===== src/rtl/fa16_rev_seq_pkg.sv =====
`default_nettype none
// +----------------------------------------------------------------------+
// | fa16_rev_seq_pkg                                                     |
// | Shared types and constants for the fa16_rev round-trip sequencer.    |
// | Revision: 1.0                                                        |
// +----------------------------------------------------------------------+
package fa16_rev_seq_pkg;

    localparam int c_W       = 16;
    localparam int c_CNT_W   = 4;
    localparam int c_ERR_REV = 0;
    localparam int c_ERR_SUM = 1;

    typedef enum logic [1:0] {
        ST_IDLE = 2'd0,
        ST_FWD  = 2'd1,
        ST_REV  = 2'd2,
        ST_RSP  = 2'd3
    } state_t;

endpackage
`default_nettype wire


===== src/rtl/fa16_rev_seq_if.sv =====
`default_nettype none
// +----------------------------------------------------------------------+
// | fa16_rev_seq_if / fa16_rev_core_if                                   |
// | Host request/response bus and the adder-core drive/observe bus.      |
// | Revision: 1.0                                                        |
// +----------------------------------------------------------------------+
interface fa16_rev_seq_if #(
    parameter int W        = 16,
    parameter int ERRCNT_W = 8
);
    logic                req_valid;
    logic                req_ready;
    logic [W-1:0]        req_a;
    logic [W-1:0]        req_b;
    logic                req_c0;
    logic                req_z;
    logic                rsp_valid;
    logic                rsp_ready;
    logic [W-1:0]        rsp_s;
    logic                rsp_c15;
    logic [1:0]          rsp_err;
    logic [ERRCNT_W-1:0] err_cnt;

    modport master (
        output req_valid, req_a, req_b, req_c0, req_z, rsp_ready,
        input  req_ready, rsp_valid, rsp_s, rsp_c15, rsp_err, err_cnt
    );

    modport slave (
        input  req_valid, req_a, req_b, req_c0, req_z, rsp_ready,
        output req_ready, rsp_valid, rsp_s, rsp_c15, rsp_err, err_cnt
    );
endinterface

interface fa16_rev_core_if #(
    parameter int W = 16
);
    logic         dir;
    logic [W-1:0] f_a;
    logic [W-1:0] f_b;
    logic         f_c0_f;
    logic         f_z;
    logic [W-1:0] f_s;
    logic [W-1:0] f_a_b;
    logic         f_c0_b;
    logic         f_c15;
    logic [W-1:0] r_s;
    logic [W-1:0] r_a_b;
    logic         r_c0_b;
    logic         r_c15;
    logic [W-1:0] r_a;
    logic [W-1:0] r_b;
    logic         r_c0_f;
    logic         r_z;

    modport master (
        output dir, f_a, f_b, f_c0_f, f_z, r_s, r_a_b, r_c0_b, r_c15,
        input  f_s, f_a_b, f_c0_b, f_c15, r_a, r_b, r_c0_f, r_z
    );

    modport slave (
        input  dir, f_a, f_b, f_c0_f, f_z, r_s, r_a_b, r_c0_b, r_c15,
        output f_s, f_a_b, f_c0_b, f_c15, r_a, r_b, r_c0_f, r_z
    );
endinterface
`default_nettype wire


===== src/rtl/fa16_rev_chk.sv =====
`default_nettype none
// +----------------------------------------------------------------------+
// | fa16_rev_chk                                                         |
// | Golden-sum and reverse-recovery comparators (purely combinational).  |
// | Revision: 1.0                                                        |
// +----------------------------------------------------------------------+
module fa16_rev_chk #(
    parameter int W = 16
) (
    input  logic [W-1:0] i_op_a,
    input  logic [W-1:0] i_op_b,
    input  logic         i_op_c0,
    input  logic         i_op_z,
    input  logic [W-1:0] i_fwd_s,
    input  logic         i_fwd_c15,
    input  logic [W-1:0] i_r_a,
    input  logic [W-1:0] i_r_b,
    input  logic         i_r_c0_f,
    input  logic         i_r_z,
    output logic         o_rev_mismatch,
    output logic         o_sum_mismatch
);
    logic [W:0] w_golden;

    assign w_golden = {1'b0, i_op_a} + {1'b0, i_op_b} + {{W{1'b0}}, i_op_c0};

    // A set ancilla changes what the core computes, so the sum is only judged with z clear.
    assign o_sum_mismatch = !i_op_z && (w_golden != {i_fwd_c15, i_fwd_s});

    assign o_rev_mismatch = ({i_r_a, i_r_b, i_r_c0_f, i_r_z} !=
                             {i_op_a, i_op_b, i_op_c0, i_op_z});
endmodule
`default_nettype wire


===== src/rtl/fa16_rev_seq.sv =====
`default_nettype none
// +----------------------------------------------------------------------+
// | fa16_rev_seq                                                         |
// | Runs forward then backward passes on fa16_rev and reports errors.    |
// | Revision: 1.0                                                        |
// +----------------------------------------------------------------------+
module fa16_rev_seq
    import fa16_rev_seq_pkg::*;
#(
    parameter int W          = c_W,
    parameter int SETTLE_CYC = 2,
    parameter int ERRCNT_W   = 8
) (
    input  logic            clk,
    input  logic            rst,
    fa16_rev_seq_if.slave   host,
    fa16_rev_core_if.master core
);
    localparam logic [c_CNT_W-1:0] c_LAST = c_CNT_W'(SETTLE_CYC - 1);

    state_t              r_state;
    state_t              w_state_nxt;
    logic [c_CNT_W-1:0]  r_cnt;
    logic                w_last;

    logic [W-1:0]        r_op_a;
    logic [W-1:0]        r_op_b;
    logic                r_op_c0;
    logic                r_op_z;
    logic [W-1:0]        r_cap_s;
    logic [W-1:0]        r_cap_a_b;
    logic                r_cap_c0_b;
    logic                r_cap_c15;
    logic                r_sum_mis;

    logic                r_dir;
    logic                r_req_ready;
    logic                r_rsp_valid;
    logic [W-1:0]        r_rsp_s;
    logic                r_rsp_c15;
    logic [1:0]          r_rsp_err;
    logic [ERRCNT_W-1:0] r_err_cnt;

    logic                w_rev_mis;
    logic                w_sum_mis;

    assign w_last = (r_cnt == c_LAST);

    fa16_rev_chk #(.W(W)) u_chk (
        .i_op_a         (r_op_a),
        .i_op_b         (r_op_b),
        .i_op_c0        (r_op_c0),
        .i_op_z         (r_op_z),
        .i_fwd_s        (core.f_s),
        .i_fwd_c15      (core.f_c15),
        .i_r_a          (core.r_a),
        .i_r_b          (core.r_b),
        .i_r_c0_f       (core.r_c0_f),
        .i_r_z          (core.r_z),
        .o_rev_mismatch (w_rev_mis),
        .o_sum_mismatch (w_sum_mis)
    );

    always_ff @(posedge clk) begin
        if (rst) r_state <= ST_IDLE;
        else     r_state <= w_state_nxt;
    end

    always_comb begin
        w_state_nxt = r_state;
        case (r_state)
            ST_IDLE: if (host.req_valid) w_state_nxt = ST_FWD;
            ST_FWD:  if (w_last)         w_state_nxt = ST_REV;
            ST_REV:  if (w_last)         w_state_nxt = ST_RSP;
            ST_RSP:  if (host.rsp_ready) w_state_nxt = ST_IDLE;
            default:                     w_state_nxt = ST_IDLE;
        endcase
    end

    // Outputs are registered from the next state so they line up with r_state.
    always_ff @(posedge clk) begin
        if (rst) begin
            r_cnt       <= '0;
            r_op_a      <= '0;
            r_op_b      <= '0;
            r_op_c0     <= 1'b0;
            r_op_z      <= 1'b0;
            r_cap_s     <= '0;
            r_cap_a_b   <= '0;
            r_cap_c0_b  <= 1'b0;
            r_cap_c15   <= 1'b0;
            r_sum_mis   <= 1'b0;
            r_dir       <= 1'b0;
            r_req_ready <= 1'b1;
            r_rsp_valid <= 1'b0;
            r_rsp_s     <= '0;
            r_rsp_c15   <= 1'b0;
            r_rsp_err   <= 2'b00;
            r_err_cnt   <= '0;
        end else begin
            r_req_ready <= (w_state_nxt == ST_IDLE);
            r_dir       <= (w_state_nxt == ST_REV);
            r_rsp_valid <= (w_state_nxt == ST_RSP);
            r_cnt       <= ((r_state == ST_FWD || r_state == ST_REV) && !w_last)
                           ? r_cnt + 1'b1 : '0;
            case (r_state)
                ST_IDLE: begin
                    if (host.req_valid) begin
                        r_op_a  <= host.req_a;
                        r_op_b  <= host.req_b;
                        r_op_c0 <= host.req_c0;
                        r_op_z  <= host.req_z;
                    end
                end
                ST_FWD: begin
                    if (w_last) begin
                        r_cap_s    <= core.f_s;
                        r_cap_a_b  <= core.f_a_b;
                        r_cap_c0_b <= core.f_c0_b;
                        r_cap_c15  <= core.f_c15;
                        r_sum_mis  <= w_sum_mis;
                    end
                end
                ST_REV: begin
                    if (w_last) begin
                        r_rsp_s              <= r_cap_s;
                        r_rsp_c15            <= r_cap_c15;
                        r_rsp_err[c_ERR_REV] <= w_rev_mis;
                        r_rsp_err[c_ERR_SUM] <= r_sum_mis;
                        r_cap_s              <= '0;
                        r_cap_a_b            <= '0;
                        r_cap_c0_b           <= 1'b0;
                        r_cap_c15            <= 1'b0;
                    end
                end
                ST_RSP: begin
                    if (host.rsp_ready && (r_rsp_err != 2'b00) && (r_err_cnt != '1))
                        r_err_cnt <= r_err_cnt + 1'b1;
                end
                default: ;
            endcase
        end
    end

    assign host.req_ready = r_req_ready;
    assign host.rsp_valid = r_rsp_valid;
    assign host.rsp_s     = r_rsp_s;
    assign host.rsp_c15   = r_rsp_c15;
    assign host.rsp_err   = r_rsp_err;
    assign host.err_cnt   = r_err_cnt;

    // The capture registers double as the backward drive; the wrapper tristates f_* by dir.
    assign core.dir    = r_dir;
    assign core.f_a    = r_op_a;
    assign core.f_b    = r_op_b;
    assign core.f_c0_f = r_op_c0;
    assign core.f_z    = r_op_z;
    assign core.r_s    = r_cap_s;
    assign core.r_a_b  = r_cap_a_b;
    assign core.r_c0_b = r_cap_c0_b;
    assign core.r_c15  = r_cap_c15;
endmodule
`default_nettype wire


===== src/flat_wrapper.sv =====
// flat-port wrapper written by rule: the top's interface ports become plain ports
module fa16_rev_seq_flat import fa16_rev_seq_pkg::*;
#(
    parameter int W          = c_W,
    parameter int SETTLE_CYC = 2,
    parameter int ERRCNT_W   = 8
)
  (clk, rst, host_req_valid, host_req_a, host_req_b, host_req_c0, host_req_z, host_rsp_ready, host_req_ready, host_rsp_valid, host_rsp_s, host_rsp_c15, host_rsp_err, host_err_cnt, core_dir, core_f_a, core_f_b, core_f_c0_f, core_f_z, core_r_s, core_r_a_b, core_r_c0_b, core_r_c15, core_f_s, core_f_a_b, core_f_c0_b, core_f_c15, core_r_a, core_r_b, core_r_c0_f, core_r_z);
  fa16_rev_seq_if #(.W(W), .ERRCNT_W(ERRCNT_W)) host_i ();
  fa16_rev_core_if #(.W(W)) core_i ();
  input  logic clk;
  input  logic rst;
  input wire logic [$bits(host_i.req_valid)-1:0] host_req_valid;
  input wire logic [$bits(host_i.req_a)-1:0] host_req_a;
  input wire logic [$bits(host_i.req_b)-1:0] host_req_b;
  input wire logic [$bits(host_i.req_c0)-1:0] host_req_c0;
  input wire logic [$bits(host_i.req_z)-1:0] host_req_z;
  input wire logic [$bits(host_i.rsp_ready)-1:0] host_rsp_ready;
  output wire logic [$bits(host_i.req_ready)-1:0] host_req_ready;
  output wire logic [$bits(host_i.rsp_valid)-1:0] host_rsp_valid;
  output wire logic [$bits(host_i.rsp_s)-1:0] host_rsp_s;
  output wire logic [$bits(host_i.rsp_c15)-1:0] host_rsp_c15;
  output wire logic [$bits(host_i.rsp_err)-1:0] host_rsp_err;
  output wire logic [$bits(host_i.err_cnt)-1:0] host_err_cnt;
  output wire logic [$bits(core_i.dir)-1:0] core_dir;
  output wire logic [$bits(core_i.f_a)-1:0] core_f_a;
  output wire logic [$bits(core_i.f_b)-1:0] core_f_b;
  output wire logic [$bits(core_i.f_c0_f)-1:0] core_f_c0_f;
  output wire logic [$bits(core_i.f_z)-1:0] core_f_z;
  output wire logic [$bits(core_i.r_s)-1:0] core_r_s;
  output wire logic [$bits(core_i.r_a_b)-1:0] core_r_a_b;
  output wire logic [$bits(core_i.r_c0_b)-1:0] core_r_c0_b;
  output wire logic [$bits(core_i.r_c15)-1:0] core_r_c15;
  input wire logic [$bits(core_i.f_s)-1:0] core_f_s;
  input wire logic [$bits(core_i.f_a_b)-1:0] core_f_a_b;
  input wire logic [$bits(core_i.f_c0_b)-1:0] core_f_c0_b;
  input wire logic [$bits(core_i.f_c15)-1:0] core_f_c15;
  input wire logic [$bits(core_i.r_a)-1:0] core_r_a;
  input wire logic [$bits(core_i.r_b)-1:0] core_r_b;
  input wire logic [$bits(core_i.r_c0_f)-1:0] core_r_c0_f;
  input wire logic [$bits(core_i.r_z)-1:0] core_r_z;
  assign host_i.req_valid = host_req_valid;
  assign host_i.req_a = host_req_a;
  assign host_i.req_b = host_req_b;
  assign host_i.req_c0 = host_req_c0;
  assign host_i.req_z = host_req_z;
  assign host_i.rsp_ready = host_rsp_ready;
  assign host_req_ready = host_i.req_ready;
  assign host_rsp_valid = host_i.rsp_valid;
  assign host_rsp_s = host_i.rsp_s;
  assign host_rsp_c15 = host_i.rsp_c15;
  assign host_rsp_err = host_i.rsp_err;
  assign host_err_cnt = host_i.err_cnt;
  assign core_dir = core_i.dir;
  assign core_f_a = core_i.f_a;
  assign core_f_b = core_i.f_b;
  assign core_f_c0_f = core_i.f_c0_f;
  assign core_f_z = core_i.f_z;
  assign core_r_s = core_i.r_s;
  assign core_r_a_b = core_i.r_a_b;
  assign core_r_c0_b = core_i.r_c0_b;
  assign core_r_c15 = core_i.r_c15;
  assign core_i.f_s = core_f_s;
  assign core_i.f_a_b = core_f_a_b;
  assign core_i.f_c0_b = core_f_c0_b;
  assign core_i.f_c15 = core_f_c15;
  assign core_i.r_a = core_r_a;
  assign core_i.r_b = core_r_b;
  assign core_i.r_c0_f = core_r_c0_f;
  assign core_i.r_z = core_r_z;
  fa16_rev_seq #(.W(W), .SETTLE_CYC(SETTLE_CYC), .ERRCNT_W(ERRCNT_W)) u_core (.clk(clk), .rst(rst), .host(host_i), .core(core_i));
endmodule

===== config.mk =====
export PLATFORM = sky130hd
export DESIGN_NAME = fa16_rev_seq_flat
export DESIGN_NICKNAME = d
export VERILOG_FILES = /design/src/rtl/fa16_rev_seq_pkg.sv /design/src/rtl/fa16_rev_seq_if.sv /design/src/rtl/fa16_rev_chk.sv /design/src/rtl/fa16_rev_seq.sv /design/src/flat_wrapper.sv
export SDC_FILE = /design/constraint.sdc
export NUM_CORES = 1
export LEC_CHECK = 0
export CAP_MARGIN = 20
export CORE_MARGIN = 2
export CORE_UTILIZATION = 29
export DETAILED_ROUTE_END_ITERATION = 7
export HOLD_SLACK_MARGIN = 0.03
export PLACE_DENSITY_LB_ADDON = 0.2
export SLEW_MARGIN = 25
export SYNTH_ARGS = -nofsm -noshare
export SYNTH_HDL_FRONTEND = slang
export SYNTH_SLANG_ARGS = --single-unit

===== constraint.sdc =====
create_clock -name clk -period 2.6 [get_ports clk]
set_input_delay 0.26 -clock clk [delete_from_list [all_inputs] [get_ports clk]]
set_output_delay 0.26 -clock clk [all_outputs]
set_load 0.1 [all_outputs]

**After elaboration in Yosys (flattened, before gate mapping)**

Index checks and enable logic that the tools add are counted.

- Register bits after elaboration: 105

- Multiplexer cells: 15
- Equality and inequality tests: 11
- Reduce and logical (&&, ||, !) cells: 17
- Bitwise gates (word level): 1
- Add/subtract/negate cells: 4

Operators by type and width:

| operator | count |
|---|---|
| $pmux 16 s2 | 2 |
| $mux 16 | 3 |
| $ne 34x34->1 | 1 |
| $add 16x16->17 | 1 |
| $add 17x1->17 | 1 |
| $ne 17x17->1 | 1 |
| $add 8x1->8 const B | 1 |
| $eq 2x2->1 const B | 4 |
| $mux 2 | 4 |
| $ne 8x8->1 const B | 1 |
| $pmux 2 s4 | 1 |
| $reduce_and 2->1 | 4 |
| $add 4x1->4 const B | 1 |
| $eq 4x1->1 const B | 1 |
| $logic_and 1x1->1 | 4 |
| $logic_not 2->1 | 2 |
| $ne 2x1->1 const B | 2 |
| $pmux 1 s2 | 2 |
| $reduce_bool 2->1 | 2 |
| $mux 1 | 3 |
| $reduce_and 3->1 | 1 |
| $eq 2x1->1 const B | 1 |
| $logic_not 1->1 | 2 |
| $reduce_or 2->1 | 1 |
| 2 further kinds | 2 |

**Depth between registers and ports, before layout**

Gate-level depths: netlist (run 1).

- Depth in word-level cells: 5
- Gate-level depth with buffers: 12
- Depth with buffers taken out: 12

**Cells and area by module**

From an unflattened synthesis (run 1), not the netlist that was laid out.

- Cells, all modules: 640
- Area, all modules: 5,318.9 um^2

By module, submodules not included:

| module | area an instance (um^2) | instances | cells each |
|---|---|---|---|
| fa16_rev_seq | 3,811.2 | 1 | 436 |
| fa16_rev_chk | 1,507.7 | 1 | 204 |

**Worst setup path before layout (run 1)**

No wires, ideal clock.

- Path kind: reg-to-reg
- Start point: register u_core.r_op_c0 (netlist: u_core.core.f_c0_f)
- End point: register u_core.r_sum_mis
- Setup time: 131 ps
- Arrival: 3,423 ps
- Required time: 2,469 ps
- Cell stages (with the launch flop): 13
- Slack: -954 ps
- Path through: dfxtp_1 inv_1 fa_1 inv_1 fa_1 nand3_1 a21oi_1 or2_1 nor2_8 a311o_1 or4_1 nor4_1 nor3_1

- Cells in the longest elaborated chain, start to end: 3

RTL lines:

| element | line | text |
|---|---|---|
| start, declared | fa16_rev_seq.sv:28 | `logic r_op_c0;` |
| start signal, assigned | fa16_rev_seq.sv:111 | `r_op_c0 <= host.req_c0;` |
| $add 17x1->17 | fa16_rev_chk.sv:25 | `assign w_golden = {1'b0, i_op_a} + {1'b0, i_op_b} + {{W{1'b0}}, i_op_c0};` |
| $ne 17x17->1 | fa16_rev_chk.sv:28 | `assign o_sum_mismatch = !i_op_z && (w_golden != {i_fwd_c15, i_fwd_s});` |
| $logic_and 1x1->1 | fa16_rev_chk.sv:28 |  |
| end signal, assigned | fa16_rev_seq.sv:121 | `r_sum_mis <= w_sum_mis;` |
| end, declared | fa16_rev_seq.sv:34 | `logic r_sum_mis;` |

No other way between the ends.
A chain may end at the register's enable or synchronous reset.

**Worst setup path in the final report (run 1)**

- Start point: register u_core.r_op_a[0] (netlist: u_core.core.f_a[0])
- End point: register u_core.r_sum_mis

- Cells in the longest elaborated chain, start to end: 4

RTL lines:

| element | line | text |
|---|---|---|
| start, declared | fa16_rev_seq.sv:26 | `logic [W-1:0] r_op_a;` |
| start signal, assigned | fa16_rev_seq.sv:109 | `r_op_a <= host.req_a;` |
| $add 16x16->17 | fa16_rev_chk.sv:25 |  |
| $add 17x1->17 | fa16_rev_chk.sv:25 |  |
| $ne 17x17->1 | fa16_rev_chk.sv:28 |  |
| $logic_and 1x1->1 | fa16_rev_chk.sv:28 |  |

No other way between the ends.

==> metrics.txt, run 1 <==
die width 141 um; reg2reg end u_core.r_sum_mis; dpl ws -0.132 ns; Area Growth Syn to Fin 50.2%; Synth area leaders dfxtp_1 (38%), a21oi_1 (9.3%), nand2_1 (8.7%); residual DRC count 0; Worst Path Arrival 2.91 ns; total power 0.00867 W; placed cell count 1,150; unrepaired setup endpoints after global routing true; violated checks negative setup slack; Starting Density 29.4%; pwr dens 1060 nW/um2; Mapped Cells 697; Synth Register Bits 105; area leader, netlist dfxtp_1; via count 5,656; most frequent cells in the layout buf_4 (150), nand2_1 (127), clkdlybuf4s50_1 (104); Max FO, Critical Path 3; maximum capacitance violations 0; most common cell after layout, fill and taps aside buf_4; CTS Buffer Depth 2; Via density 4.85; # nets final 1,058; Worst Setup SP u_core.core.f_a[0]; number of diodes 0; Worst R2R Setup Slack -0.07 ns; first-pass GRT wire length 30,400 um; RD Place Congestion 0.871; status finished, violations left; Worst setup SP type flip-flop; TritonCTS Sinks 105; port bufs 203; main flop type after synthesis dfxtp_1; Peak VDD IR 0.635 mV; detailed placement HPWL 15,200 um; initial antenna violation count 0; max_slew headroom 55.7%; Ys Warns 0; fin. max-slew vios 0; Routed Antenna Nets 0; post-synthesis sequential area ratio 38.4%; Hold Path Class in -> reg; core box area 18,600 um2; Final Hold Viols 0; crit share post-route 103%; Synthesized Nets 828; reg2reg start u_core.core.f_a[0]; clk_skew 0.00689 ns; std cell rows 50; worst-skew pair later-pin latency 0.35 ns; final setup vio count 1; share of post-route cells with drive strength above 1 23.4%; maximum clock frequency 0.375 GHz; Syn Std Cell Area 5470 um2; Reg2Reg Depth 12; Post-synth EDFFs 0; Setup crit end u_core.r_sum_mis; Routed WL 19,600 um; grt total ovfl 0; die height 141 um; final instance area 8210 um2; Ports 204; # hold bufs at CTS 0; largest net degree at the start of global routing 50; vias in the first global route 5,383; die area 20,000 um2; Iter 0 DRT Violations 295; Root Driver clkbuf_16; Crit Path Class reg -> reg; Synth Area per Inst 7.84 um2; H-tree levels 3; Data required, critical path 2.84 ns; Area after DPL 7890 um2; LEAKAGE 3.32 nW; Post-Layout Cell Count 1,166; CTS tree done; CP endpoint kind flip-flop; asr flop ratio synth 0%; setup ws final -0.0701 ns; Wirelength per Cell 16.8 um; DR pass1 iterations 4; Tot GR Track Use 19.4%; clk slew on worst S/H paths 0.07 ns; worst slew pin tran 0.664 ns; Yosys top cell area share 38.4%; final hold slack 0.358 ns; post-synthesis cell type count 53; minimum clock period 2.67 ns; Num CTS Buffers 9
-- final cells by class --
cell class                 count  area (um2)
tap                          234         293
clock inverter                 6        43.8
sequential                   105        2150
fill                        1905       10400
timing repair buffer         256        2210
multi-input combinational    540        3240
inverter                      15        56.3
clock buffer                  10         229
-- critical path: stages (launching register included) --
cell and delay [ns]:
dfxtp_4 0.35, inv_2 0.04, fa_2 0.39, inv_2 0.07, fa_2 0.25, nand3_2 0.11, a21oi_4 0.17, or2_4 0.17
nor2_8 0.04, a311o_1 0.33, or4_4 0.43, nor4_2 0.15, nor3_1 0.06
-- state kept, by name (all words and copies together), names as in the netlist, 2 cells and up --
signal	flops
u_core.core.r_s	16
u_core.core.r_a_b	16
u_core.r_state	2
u_core.r_cnt	4
u_core.core.f_b	16
u_core.core.f_a	16
u_core.host.err_cnt	8
u_core.host.rsp_err	2
u_core.host.rsp_s	16
-- through the flow --
stage	TNS, ns	util [%]
finish	-0.0701	44.2
global route	-0.190	44.2
CTS	-0.0998	44.0
detailed placement	-0.132	42.5
global placement	-0.108	42.5
floorplan	-0.173	-
-- kinds of logic after synthesis --
logic type	after synthesis	share of synthesized area, %
AOI/OAI and AO/OA	153	15.8
and+or+nand+nor	301	26.3
muxes	1	0.183
adders and majority gates	25	6.00
buffers and inverters	52	3.64
DFF	105	38.4
xor gates and xnor gates	60	9.61
-- worst min path at each step --
stage | from | to | slack [ns] | cells past startpoint
6_report | rst | u_core.core.r_a_b[7] | 0.36 | 2
5_1_grt | rst | u_core.core.r_a_b[4] | 0.38 | 2
4_1_cts | rst | u_core.core.r_a_b[10] | 0.37 | 2
3_5_place_dp | u_core.host.rsp_s[1] | u_core.host.rsp_s[1] | 0.45 | 2
3_3_place_gp | u_core.host.rsp_c15 | u_core.host.rsp_c15 | 0.44 | 2
2_1_floorplan | host_req_a[0] | u_core.core.f_a[0] | 0.39 | 2
-- per-layer routing --
| layer | global-route usage (%) | part of all wire, % | wire length (um) |
|---|---|---|---|
| met1 | 25.7 | 46 | 8960 |
| met2 | 32.1 | 48 | 9390 |
| met3 | 3.14 | 4.4 | 855 |
| met5 | 0 | 0 | 0 |
| met4 | 7.11 | 2.2 | 427 |
-- synthesized netlist by cell type, types with 15 or more instances --
cell / n
a21oi_1: 102
clkbuf_1: 34
dfxtp_1: 105
ha_1: 23
inv_1: 15
nand2_1: 127
nand3_1: 17
nor2_1: 67
nor3b_1: 35
o21ai_0: 15
xnor2_1: 31
xor2_1: 29
-- power breakdown --
group	switching [W]	total [W]	internal (W)
combinational	0.00372	0.00516	0.00144
sequential	0.000261	0.00221	0.00195
clock	0.000646	0.00130	0.000654
total	0.00463	0.00867	0.00404
-- repair_timing --
item / CTS / global route
pin swaps: 3 / 5
buffers inserted: 0 / 0
gates resized for setup: 4 / 7
setup endpoints to repair: 1 / 1
No activity file was read; power rests on OpenSTA's default activity.
==> run 2, diff against run 1 <==
--- a/config.mk
+++ b/config.mk
@@ -5,7 +5,7 @@
 export SDC_FILE = /design/constraint.sdc
 export NUM_CORES = 1
 export LEC_CHECK = 0
-export CAP_MARGIN = 20
+export CAP_MARGIN = 10
 export CORE_MARGIN = 2
 export CORE_UTILIZATION = 29
 export DETAILED_ROUTE_END_ITERATION = 7
==> results of run 2 <==
No change in the layout: final DEF, timing and power equal those of run 1.
